`config.mk`:
```
export PLATFORM = sky130hd
export DESIGN_NAME = ram_copy_master
export DESIGN_NICKNAME = d
export VERILOG_FILES = /design/src/rtl/ram_copy_master.sv
export SDC_FILE = /design/constraint.sdc
export NUM_CORES = 1
export LEC_CHECK = 0
export ABC_CLOCK_PERIOD_IN_PS = 5100
export CORE_ASPECT_RATIO = 1.75
export CORE_MARGIN = 3
export CORE_UTILIZATION = 35
export CTS_CLUSTER_SIZE = 24
export DETAILED_ROUTE_END_ITERATION = 10
export PLACE_DENSITY = 0.56
export SYNTH_ARGS = -nofsm -noshare
export SYNTH_HDL_FRONTEND = slang
export SYNTH_SLANG_ARGS = --single-unit
```
`constraint.sdc`:
```
create_clock -name clk -period 5.1 [get_ports clk]
set_input_delay 1.02 -clock clk [delete_from_list [all_inputs] [get_ports clk]]
set_output_delay 1.02 -clock clk [all_outputs]
set_load 0.03 [all_outputs]
```
`src/rtl/ram_copy_master.sv`:
```
// rtl/ram_copy_master.sv - ascending block copy between two regions of one RAM port
// Reads one word, writes it back one cycle later; two cycles per word.
module ram_copy_master #(
  parameter int mem_width  = 12,
  parameter int addr_width = 12
) (
  input  logic                  clk,
  input  logic                  reset,
  input  logic                  start,
  input  logic [addr_width-1:0] src_addr,
  input  logic [addr_width-1:0] dst_addr,
  input  logic [addr_width:0]   length,
  output logic                  busy,
  output logic                  done,
  output logic [addr_width-1:0] ram_address,
  output logic [mem_width-1:0]  ram_datain,
  output logic                  ram_mem_write,
  input  logic [mem_width-1:0]  ram_dataout
);

  typedef enum logic [1:0] {IDLE, RD, WR, DONE} state_t;

  localparam logic [addr_width-1:0] addr_one = 1;
  localparam logic [addr_width:0]   rem_one  = 1;

  state_t                state;
  logic [addr_width-1:0] src;
  logic [addr_width-1:0] dst;
  logic [addr_width:0]   remaining;

  // RAM read data is registered, so during WR it already holds the word read in RD
  assign ram_datain = (state == WR) ? ram_dataout : '0;

  always_ff @(posedge clk or posedge reset) begin
    if (reset) begin
      state         <= IDLE;
      src           <= '0;
      dst           <= '0;
      remaining     <= '0;
      busy          <= 1'b0;
      done          <= 1'b0;
      ram_address   <= '0;
      ram_mem_write <= 1'b0;
    end else begin
      done          <= 1'b0;
      ram_mem_write <= 1'b0;
      ram_address   <= '0;
      case (state)
        IDLE: begin
          busy <= 1'b0;
          if (start) begin
            src       <= src_addr;
            dst       <= dst_addr;
            remaining <= length;
            busy      <= 1'b1;
            if (length == '0) begin
              state <= DONE;
              done  <= 1'b1;
            end else begin
              state       <= RD;
              ram_address <= src_addr;
            end
          end
        end
        RD: begin
          state         <= WR;
          ram_address   <= dst;
          ram_mem_write <= 1'b1;
        end
        WR: begin
          src       <= src + addr_one;
          dst       <= dst + addr_one;
          remaining <= remaining - rem_one;
          if (remaining == rem_one) begin
            state <= DONE;
            done  <= 1'b1;
          end else begin
            state       <= RD;
            ram_address <= src + addr_one;
          end
        end
        DONE: begin
          state <= IDLE;
          busy  <= 1'b0;
        end
        default: begin
          state <= IDLE;
          busy  <= 1'b0;
        end
      endcase
    end
  end

endmodule

```
Yosys cells after proc, flatten, opt, wreduce, memory -nomap -nowiden
Index checks and enable logic that the tools add are counted.
{"block": "op_classes", "addsub": 3, "n_mux": 22, "n_reduce_logical": 5, "eq_ne": 5}
{"op": "$mux 12", "count": 6}
{"op": "$pmux 12 s2", "count": 2}
{"op": "$pmux 12 s3", "count": 1}
{"op": "$pmux 13 s2", "count": 1}
{"op": "$add 12x1->12 const B", "count": 2}
{"op": "$eq 13x1->1 const B", "count": 1}
{"op": "$logic_not 13->1", "count": 1}
{"op": "$mux 13", "count": 1}
{"op": "$sub 13x1->13 const B", "count": 1}
{"op": "$pmux 2 s4", "count": 1}
{"op": "$mux 2", "count": 3}
{"op": "$mux 1", "count": 5}
{"op": "$eq 2x2->1 const B", "count": 2}
{"op": "$pmux 1 s2", "count": 2}
{"op": "$reduce_bool 2->1", "count": 2}
{"op": "$eq 2x1->1 const B", "count": 1}
{"op": "$logic_not 2->1", "count": 1}
{"op": "$ne 2x2->1 const B", "count": 1}
{"op": "$reduce_and 2->1", "count": 1}
{"block": "word_totals", "out_inout_bits": 27, "register_bits": 54, "in_bits": 52, "wordCells": 43}

Logic depth before layout (Yosys ltp)
Gate-level depths: netlist (run 1).
{"block": "depth", "word_depth": 4, "mapped_depth": 9, "ltp_nobuf": 6}

Worst setup path before layout (run 1)
OpenSTA, ideal clock, no wires.
{"block": "synth_timing", "path_type": "reg2out", "start": "register state[0]", "end": "output port ram_datain[0]", "path_slack_ns": 2.399, "stages_incl_launch_ff": 7, "required_time_ns": 4.080, "n_path_buf": 3, "arrival_time_ns": 1.681, "cell_sequence": "dfrtp_1 > inv_1 > ha_1 > buf_2 > clkbuf_1 > clkbuf_1 > and2_1"}
{"block": "synth_between", "elab_chain_len": 2}
{"item": "start, declared", "line_no": "26", "rtl": "state_t state;"}
{"item": "start signal, assigned", "line_no": "36", "rtl": "state <= IDLE;"}
{"item": "start signal, assigned", "line_no": "57", "rtl": "state <= DONE;"}
{"item": "start signal, assigned", "line_no": "60", "rtl": "state <= RD;"}
{"item": "$eq 2x2->1", "line_no": "32", "rtl": "assign ram_datain = (state == WR) ? ram_dataout : '0;"}
{"item": "$mux 12", "line_no": "32"}
{"item": "end, declared", "line_no": "16", "rtl": "output logic [mem_width-1:0] ram_datain,"}
No other way between the ends.

Worst setup path after layout (run 1)
{"block": "layout_timing", "start": "register state[0]", "end": "output port ram_datain[7]"}
The elaborated chain is that of the path after synthesis.

==> impl_results.md, run 1 <==
- Status: complete, no violations
- Yosys top cell by area: dfrtp_1
- Syn Inst Count: 390
- CTS Buffer Depth: 2
- Synth top area share: 40.8%
- N_diodes: 0
- Yosys reg bits: 54
- DR pass1 iterations: 5
- Row count: 46
- Post-route minimum period: 3.43 ns
- Startpoint types: flip-flop
- Global Route Usage Sum: 19.5%
- Via/cell ratio: 5.77
- Power Density: 623 nW/um^2
- Num CTS Buffers: 5
- Post-Syn Area: 3310 um^2
- Seq/Total Area, Yosys: 40.8%
- Async SR Flop Fraction: 100%
- Post-CTS setup buffers: 0
- Cells along the critical path: inv_1 > ha_2 > and2_1 > clkdlybuf4s50_1
- Area Growth Syn to Fin: 30.5%
- Reg2Reg Depth: 7
- WL final: 9960 um
- CTS tree: yes
- Reg2reg setup slack: 1.87 ns
- Die Width: 79.5 um
- WP buf/inv: 2
- Die height: 135 um
- H-tree levels: 2
- Post-cts gate resize count: 0
- Cts hold-fix bufs: 0
- Xor and xnor area share after synthesis: 1.59%
- HPWL Detailed: 7100 um
- First-pass GRT wire length: 16600 um
- Top cells by area, synth: dfrtp_1 41%, a21oi_1 8.5%, o21ai_0 6.1%
- Post-DR wirelength/cell: 17.6 um
- Worst clock skew: 0.00549 ns
- Max Cap Viol: 0
- Final setup viols: 0
- Reg-to-Reg Start: state[0]
- Min-Delay Path Class: flip-flop to flip-flop
- Later-pin clock latency in the skew report: 0.30 ns
- Clock slew at reported path FFs: 0.07 ns
- Worst rel slew slack: 38.2%
- EDFF count, synth: 0
- Slowest-stage cell, CP: clkdlybuf4s50_1
- Clock sink total: 54
- Remaining DRCs: 0
- Largest net degree at the start of global routing: 55
- NumNets Final: 507
- TNS Setup: 0 ns
- Final Cycle Share: 67.3%
- Initial DRC count: 209
- Final GP Congestion: 0.847
- Initial antenna violation count: 0
- Commonest non-fill, non-tap cell in the layout: clkdlybuf4s50_1
- Critical Path RT: 4.08 ns
- Worst Max-Slew Pin Slew: 0.907 ns
- Worst flop-to-flop path endpoint: dst[11]
- Initial Utilization: 36.1%
- Worst Setup Path Type: flip-flop to primary output
- Critical path's largest stage delay: 0.68 ns
- Unrepaired setup endpoints after global routing: no
- Area of the core: 9150 um^2
- Proportion of synthesized area in mux cells: 2.19%
- Top_reg_cell synth: dfrtp_1
- Die area: 10700 um^2
- Layout cell share with drive strength beyond 1: 4.25%
- Data arrival time of the critical path: 2.41 ns
- CP endpoint kind: primary output
- Final hold vios: 0
- Grt total ovfl: 0
- Crit-path leading delay family: buffers and inverters
- Vias in the first global route: 3355
- Crit. Startpoint: state[0]
- Synth Area in Compound Gates: 26.7%
- Maximum vdd drop: 0.274 mV
- Fmax: 291 MHz
- IO Count: 79
- Worst hold path cell count: 2
- Core Util, Final: 47.2%
- Post-synthesis simple-gate area fraction: 20.0%
- DR vias: 3269
- Commonest cells after routing, fill and taps aside: 78 x clkdlybuf4s50_1, 56 x a21oi_1, 54 x dfrtp_1
- Routed Antenna Nets: 0
- Mean Syn Cell Area: 8.48 um^2
- Synth unique cells: 44
- Ys Warns: 0
- CTS root buf: clkbuf_16
- Worst Hold Path EP: busy
- Combinational family with the most area after synthesis: compound AO/OA/AOI/OAI gates
- Fill cell count: 906
- I/O Buffers: 78
- Syn_nets: 451
- Max FO, Critical Path: 45
- Leak: 1.62 nW
- Synth Area in Adders: 3.40%
- Max-slew violations: 0
- Worst hold start: busy
## cells in the mapped netlist (all sizes together) (3+ instances only)
cell	number
a21oi	57
dfrtp	54
o21ai	40
clkbuf	29
nand3	22
nand2	21
nor2	15
and2	13
inv	13
a32oi	12
o22ai	12
ha	9
nand4	9
nor4	8
and3	7
nor3	7
mux2i	5
nand2b	5
a2bb2oi	4
a31oi	4
o22a	4
or4	4
xnor2	4
and4	3
buf	3
## worst max path at each step
stage / endpoint / slack (ns) / depth (start not counted)
after floorplan: ram_datain[0] / 2.40 / 6
after CTS: ram_datain[7] / 1.65 / 4
after global routing: ram_datain[1] / 1.50 / 4
final: ram_datain[7] / 1.67 / 4
after detailed placement: state[1] / 1.76 / 5
after global placement: state[1] / 1.76 / 5
## cells by family (layout without fill, tap and decap cells)
group	Yosys count	count (layout)
DFF	54	54
buffers and inverters	45	102
muxes	7	7
xor gates and xnor gates	6	6
adders and majority gates	9	9
and+or+nand+nor	121	121
AOI/OAI and AO/OA	148	148
## state kept, by name, summed over array words and instances (netlist names)
name,flops
done,1
src,12
busy,1
dst,12
remaining,13
ram_address,12
ram_mem_write,1
state,2
## power by group
part	internal [W]	switching, W	leakage [nW]
Clock	0.000233	0.000162	0.0781
Sequential	0.000637	0.000252	0.639
Combinational	0.000567	0.000839	0.906
## per-stage QoR
step | cell area [um^2] | total power [W] | instances | setup WS [ns] | hold WS (ns)
6_report | 4320 | 0.00269 | 567 | 1.67 | 0.496
5_1_grt | 4320 | 0.00292 | 567 | 1.50 | 0.573
4_1_cts | 4320 | 0.00271 | 567 | 1.65 | 0.494
3_5_place_dp | 4150 | 0.00231 | 559 | 1.76 | 0.477
3_3_place_gp | 4150 | 0.00228 | 559 | 1.76 | 0.469
2_1_floorplan | 3310 | 0.00185 | 390 | 2.40 | 0.480
## final cells by class
| type | instances | area, um^2 | area share, % |
|---|---|---|---|
| clock inverters | 1 | 30.0 | 0.696 |
| flip-flops and latches | 54 | 1350 | 31.3 |
| repair buffers | 81 | 803 | 18.6 |
| multi-input cells | 291 | 1800 | 41.7 |
| clock buffers | 7 | 133 | 3.07 |
| inverters | 13 | 48.8 | 1.13 |
| well taps | 120 | 150 | 3.48 |
## metal layers
layer	vias up	wire [um]	global-route usage, %
li1	1568	-	-
met1	1574	3860	22.9
met2	113	5420	35.1
met3	14	448	2.67
met4	0	227	7.93
met5	-	0	0
## worst reg2reg max path, delay by kind of cell, from the launching register on
family | cells | cell delay (ns)
buf+inv | 2 | 0.66
flops | 1 | 0.43
simple gates | 1 | 0.19
compound gates | 2 | 0.23
fa+ha+maj | 1 | 0.66
mux | 1 | 0.91
Power figures use the tool's default switching activity.
==> run 2: changes to the inputs <==
--- a/config.mk
+++ b/config.mk
@@ -5,13 +5,13 @@
 export SDC_FILE = /design/constraint.sdc
 export NUM_CORES = 1
 export LEC_CHECK = 0
-export ABC_CLOCK_PERIOD_IN_PS = 5100
+export ABC_CLOCK_PERIOD_IN_PS = 3050
 export CORE_ASPECT_RATIO = 1.75
 export CORE_MARGIN = 3
 export CORE_UTILIZATION = 35
 export CTS_CLUSTER_SIZE = 24
 export DETAILED_ROUTE_END_ITERATION = 10
-export PLACE_DENSITY = 0.56
+export PLACE_DENSITY = 0.58
 export SYNTH_ARGS = -nofsm -noshare
 export SYNTH_HDL_FRONTEND = slang
 export SYNTH_SLANG_ARGS = --single-unit
==> constraint.sdc (replaced) <==
create_clock -name clk -period 3.05 [get_ports clk]
set_input_delay 0.61 -clock clk [delete_from_list [all_inputs] [get_ports clk]]
set_output_delay 0.61 -clock clk [all_outputs]
set_load 0.03 [all_outputs]
==> run 2 against run 1 <==
Net effect:
- final area grew 1.7%
- largest cell class unchanged
- register-to-register slack got worse by 1.3 ns
- clock power rose by 50%
- core utilization up 0.79 points
==> impl_results.md, run 2 (synthesized netlist as in run 1, its figures left out) <==
- Fill cell count: 881 (-2.8%)
- Post-CTS setup buffers: 0 (unchanged)
- Cells along the critical path: inv_1 > ha_2 > and2_1 > clkdlybuf4s50_1
- Initial antenna violation count: 0 (unchanged)
- Routed Antenna Nets: 0 (unchanged)
- Fmax: 365 MHz
- Worst Setup Path Type: flip-flop to primary output
- Worst hold slack: 0.479 ns (-0.0173 ns)
- Max-slew violations: 0 (unchanged)
- Row count: 46 (unchanged)
- Vias in the first global route: 3303 (-1.5%)
- TNS Setup: 0 ns (unchanged)
- Post-cts gate resize count: 0 (unchanged)
- Post-DR wirelength/cell: 17.0 um (-3.1%)
- Max Cap Viol: 0 (unchanged)
- Crit-path leading delay family: buffers and inverters
- Startpoint types: flip-flop
- Worst clock skew: 0.00455 ns (-0.000939 ns)
- I/O Buffers: 78 (unchanged)
- Top reg by flops: remaining
- Worst hold path cell count: 2 (unchanged)
- DR vias: 3291 (+0.67%)
- Max reg flops: 13 (unchanged)
- Initial DRC count: 160 (-23%)
- CTS Buffer Depth: 2 (unchanged)
- NumNets Final: 516 (+1.8%)
- Reg2Reg Depth: 7 (unchanged)
- Final Cycle Share: 89.7%
- Die height: 135 um (unchanged)
- Commonest non-fill, non-tap cell in the layout: clkdlybuf4s50_1
- CTS tree: yes
- First-pass GRT wire length: 16200 um (-2.3%)
- Leak: 1.67 nW (+2.9%)
- Layout cell share with drive strength beyond 1: 6.58% (+2.3 points)
- Critical path's largest stage delay: 0.68 ns (about the same)
- IO Count: 79 (unchanged)
- Clock network power share: 13.1% (-1.6 points)
- Die Width: 79.5 um (unchanged)
- Final setup viols: 0 (unchanged)
- Area Growth Syn to Fin: 32.7%
- WL final: 9800 um (-1.6%)
- Largest net degree at the start of global routing: 43 (-22%)
- Initial Utilization: 36.1% (unchanged)
- DR pass1 iterations: 4 (-1)
- Remaining DRCs: 0 (unchanged)
- CP endpoint kind: primary output
- Min-Delay Path Class: flip-flop to flip-flop
- Num CTS Buffers: 5 (unchanged)
- Sequential Power Share: 32.7% (-0.4 points)
- P_sw: 0.00210 W (+68%)
- H-tree levels: 2 (unchanged)
- Unrepaired setup endpoints after global routing: no
- Critical Path RT: 2.44 ns (-1.64 ns)
- Power Density: 1030 nW/um^2 (+65%)
- Final hold vios: 0 (unchanged)
- CTS root buf: clkbuf_16
- Cell-internal power: 0.00242 W (+69%)
- Commonest cells after routing, fill and taps aside: 78 x clkdlybuf4s50_1, 56 x a21oi_1, 54 x dfrtp_1
- Data arrival time of the critical path: 2.13 ns (-0.28 ns)
- Combinational power share: 54.2% (+1.9 points)
- Global Route Usage Sum: 19.1% (-0.45 points)
- Later-pin clock latency in the skew report: 0.30 ns (about the same)
- Area of the core: 9150 um^2 (unchanged)
- Core Util, Final: 48.0% (+0.79 points)
- Status: complete, no violations
- Critical Path Stages: 4 (unchanged)
- Grt total ovfl: 0 (unchanged)
- Maximum vdd drop: 0.452 mV (+65%)
- Post-route minimum period: 2.74 ns
- Slowest-stage cell, CP: clkdlybuf4s50_1
- WP buf/inv: 2 (unchanged)
- Worst rel slew slack: 36.7% (-1.5 points)
- Cts hold-fix bufs: 0 (unchanged)
- Final GP Congestion: 0.829 (-2.2%)
- Via/cell ratio: 5.71 (-0.90%)
- Die area: 10700 um^2 (unchanged)
- N_diodes: 0 (unchanged)
- Clock sink total: 54 (unchanged)
- Max FO, Critical Path: 23 (-49%)
- Clock slew at reported path FFs: 0.07 ns (about the same)
- Sw Share: 46.4% (-0.15 points)
- Worst Max-Slew Pin Slew: 0.941 ns (+0.0339 ns)
- HPWL Detailed: 7370 um (+3.9%)
run 2: cell count changes in the layout (fill, tap and decap cells not counted), sizes merged:
| cell | change |
|---|---|
| buf | +9 |
| bufinv | -1 |
| clkbuf | -1 |
| clkinv | +1 |
| clkinvlp | +1 |
run 2: per-stage QoR:
| stage | instance area (um^2) | setup slack (ns) | total power (W) | cells |
|---|---|---|---|---|
| 6_report | 4390 | 0.313 | 0.00452 | 576 |
| 5_1_grt | 4390 | 0.138 | 0.00490 | 576 |
| 4_1_cts | 4390 | 0.274 | 0.00455 | 576 |
| 3_5_place_dp | 4240 | 0.559 | 0.00395 | 568 |
| 3_3_place_gp | 4240 | 0.589 | 0.00390 | 568 |
| 2_1_floorplan | 3310 | 0.759 | 0.00309 | 390 |
run 2: worst paths after layout:
path / slack [ns] / endpoint / startpoint
min reg2reg: 0.48 / busy / busy
max: 0.31 / ram_datain[9] / state[0]
min: 0.48 / busy / busy
max in group asynchronous: 1.81 / src[3] / reset
min in group asynchronous: 0.69 / src[11] / reset
max reg2reg: 0.62 / dst[6] / state[0]
run 2: worst min-delay path, stage by stage (launching register included):
cell	delay, ns
dfrtp_1	0.34
nand2_1	0.04
o21ai_0	0.06
run 2: layer usage:
metal	vias up	GRT usage (%)	wire, um
li1	1588	-	-
met1	1592	22.1	3760
met2	91	34.0	5340
met3	20	2.54	370
met4	0	8.99	321
met5	-	0	0
run 2: cell type report:
class	count	area (um^2)	share of cell area (%)
inverters	13	48.8	1.11
well taps	120	150	3.42
clock buffers	6	139	3.16
clock inverters	2	12.5	0.285
repair buffers	90	896	20.4
multi-input cells	291	1790	40.8
flip-flops and latches	54	1350	30.8
run 2: power by group through the flow:
| stage | sequential, W | clock (W) | combinational (W) |
|---|---|---|---|
| 5_1_grt | 0.00154 | 0.000641 | 0.00271 |
| 3_3_place_gp | 0.00147 | 0 | 0.00242 |
| 6_report | 0.00148 | 0.000590 | 0.00245 |
| 2_1_floorplan | 0.00147 | 0 | 0.00162 |
| 3_5_place_dp | 0.00149 | 0 | 0.00246 |
| 4_1_cts | 0.00148 | 0.000610 | 0.00247 |
==> run 3: changes to the inputs <==
==> config.mk (replaced) <==
export PLATFORM = sky130hd
export DESIGN_NAME = ram_copy_master
export DESIGN_NICKNAME = d
export VERILOG_FILES = /design/src/rtl/ram_copy_master.sv
export SDC_FILE = /design/constraint.sdc
export NUM_CORES = 1
export LEC_CHECK = 0
export ABC_CLOCK_PERIOD_IN_PS = 3300
export CORE_ASPECT_RATIO = 1.75
export CORE_MARGIN = 3
export CORE_UTILIZATION = 50
export CTS_CLUSTER_SIZE = 24
export DETAILED_ROUTE_END_ITERATION = 10
export PLACE_DENSITY = 0.76
export SYNTH_ARGS = -nofsm -noshare
export SYNTH_HDL_FRONTEND = slang
export SYNTH_SLANG_ARGS = --single-unit
==> constraint.sdc (replaced) <==
create_clock -name clk -period 3.3 [get_ports clk]
set_input_delay 0.66 -clock clk [delete_from_list [all_inputs] [get_ports clk]]
set_output_delay 0.66 -clock clk [all_outputs]
set_load 0.03 [all_outputs]
==> run 3 against run 2 <==
Net effect:
- combinational power shrank 11%
- flip-flop and latch count is the same
- register-to-register slack gained 0.17 ns
- largest power group unchanged
- wire length shrank 7.6%
- core utilization grew 19 points
- clock skew grew 0.0067 ns
- final cell count shrank 7.6%
- die area shrank 28%
- via count grew 0.76%
- non-clock buffer count shrank 4
- final area shrank 3.1%
- setup slack lost 0.018 ns
==> impl_results.md, run 3 (synthesized netlist as in run 1, its figures left out) <==
- Worst Max-Slew Pin Slew: 1.10 ns (+0.155 ns)
- Global Route Usage Sum: 25.5% (+6.4 points)
- Worst Setup Path Type: flip-flop to primary output
- Vias in the first global route: 3088 (-6.5%)
- Core Util, Final: 67.3% (+19 points)
- DR pass1 iterations: 5 (+1)
- Unrepaired setup endpoints after global routing: no
- Via/cell ratio: 6.23 (+9.1%)
- Final GP Congestion: 0.851 (+2.8%)
- CTS Buffer Depth: 2 (unchanged)
- Crit. Startpoint: state[0]
- Fill cell count: 566 (-36%)
- Max reg flops: 13 (unchanged)
- Worst clock skew: 0.0113 ns (+0.00675 ns)
- CTS tree: yes
- Cts hold-fix bufs: 0 (unchanged)
- Critical Path RT: 2.64 ns (+0.20 ns)
- DP Cell Count: 524 (-7.7%)
- Reg-to-Reg Start: state[1]
- Area of the core: 6320 um^2 (-31%)
- Routed Antenna Nets: 0 (unchanged)
- Post-CTS setup buffers: 0 (unchanged)
- Initial Utilization: 52.3% (+16 points)
- N_diodes: 0 (unchanged)
- Min-Delay Path Class: flip-flop to flip-flop
- IO Count: 79 (unchanged)
- First-pass GRT wire length: 15000 um (-7.1%)
- H-tree levels: 2 (unchanged)
- Startpoint types: flip-flop
- Place WS: 0.548 ns (-0.0114 ns)
- CP endpoint kind: primary output
- Fmax: 333 MHz
- CTS root buf: clkbuf_8
- HPWL Detailed: 6560 um (-11%)
- Die Width: 67.5 um (-15%)
- Later-pin clock latency in the skew report: 0.32 ns (+0.02 ns)
- Status: complete, no violations
- WL final: 9050 um (-7.6%)
- NumNets Final: 512 (-0.78%)
- Max-slew violations: 0 (unchanged)
- Post-route minimum period: 3.00 ns
- Row count: 38 (-17%)
- Max Cap Viol: 0 (unchanged)
- Worst rel slew slack: 25.5% (-11 points)
- Leak: 1.62 nW (-2.8%)
- Post-cts gate resize count: 0 (unchanged)
- Grt total ovfl: 0 (unchanged)
- Commonest non-fill, non-tap cell in the layout: clkdlybuf4s50_1
- Final cell count without fillers: 532 (-7.6%)
- Clock slew at reported path FFs: 0.10 ns (+0.03 ns)
- Top reg by flops: remaining
- Area after DPL: 4150 um^2 (-2.2%)
- Area Growth Syn to Fin: 28.6%
- Max FO, Critical Path: 37 (+61%)
- Initial antenna violation count: 0 (unchanged)
- I/O Buffers: 78 (unchanged)
- Remaining DRCs: 0 (unchanged)
- Worst hold start: busy
- Commonest cells after routing, fill and taps aside: 78 x clkdlybuf4s50_1, 56 x a21oi_1, 54 x dfrtp_1
- TNS Setup: 0 ns (unchanged)
- Final Cycle Share: 91.1%
- Initial DRC count: 269 (+68%)
- Data arrival time of the critical path: 2.34 ns (+0.21 ns)
- Layout cell share with drive strength beyond 1: 5.53% (-1.0 points)
- Largest net degree at the start of global routing: 58 (+35%)
- DR vias: 3316 (+0.76%)
- Final setup viols: 0 (unchanged)
- Design area: 4260 um^2 (-3.1%)
- Final worst setup slack: 0.295 ns (-0.0182 ns)
- Power Density: 944 nW/um^2 (-8.4%)
- Post-DR wirelength/cell: 17.0 um (about the same)
- Num CTS Buffers: 5 (unchanged)
- Final hold vios: 0 (unchanged)
- Maximum vdd drop: 0.533 mV (+18%)
- Die area: 7670 um^2 (-28%)
- Die height: 114 um (-16%)
- Clock sink total: 54 (unchanged)
run 3: changes by cell type in the layout (fill, tap and decap cells not counted), sizes merged:
cell	previous run	this run
bufinv	0	1
buf	12	8
clkinv	1	0
run 3: critical path, cell delays in order (launching register included):
cell and delay [ns]:
dfrtp_1 0.44, inv_1 0.11, ha_2 0.57, and2_1 0.22, clkdlybuf4s50_1 0.68
run 3: power breakdown:
| group | internal, W | switching [W] |
|---|---|---|
| clock | 0.000227 | 0.000230 |
| combinational | 0.000902 | 0.00129 |
| sequential | 0.000983 | 0.000390 |
| total | 0.00211 | 0.00191 |
run 3: path summary, 6_finish.rpt:
kind,end,slack [ns],depth (start not counted)
worst max-delay path,ram_datain[8],0.30,4
worst min-delay path,busy,0.50,2
worst max register to register,remaining[11],0.79,6
worst min register to register,busy,0.50,2
max in group asynchronous,dst[0],2.35,3
min in group asynchronous,busy,0.69,3
run 3: metal layers:
metal	vias to the layer above	track usage [%]	share of wire, %
met1	1570	31.5	39
met5	-	0	0
li1	1582	-	-
met2	137	42.2	52
met4	0	11.4	3.5
met3	27	4.63	5.6
run 3: cell type report:
cell class                 count  area, um^2  area share, %
timing repair buffer          86         853           20.1
tap                           80         100           2.35
clock inverter                 2        37.5          0.882
inverter                      13        48.8           1.15
sequential                    54        1350           31.8
clock buffer                   6        72.6           1.71
multi-input combinational    291        1790           42.1
run 3: stage by stage:
step                      total power (W)  hold WS (ns)
final                             0.00402         0.499
after global routing              0.00434         0.538
after CTS                         0.00402         0.507
after global placement            0.00349         0.464
after detailed placement          0.00356         0.486
after floorplan                   0.00286         0.480
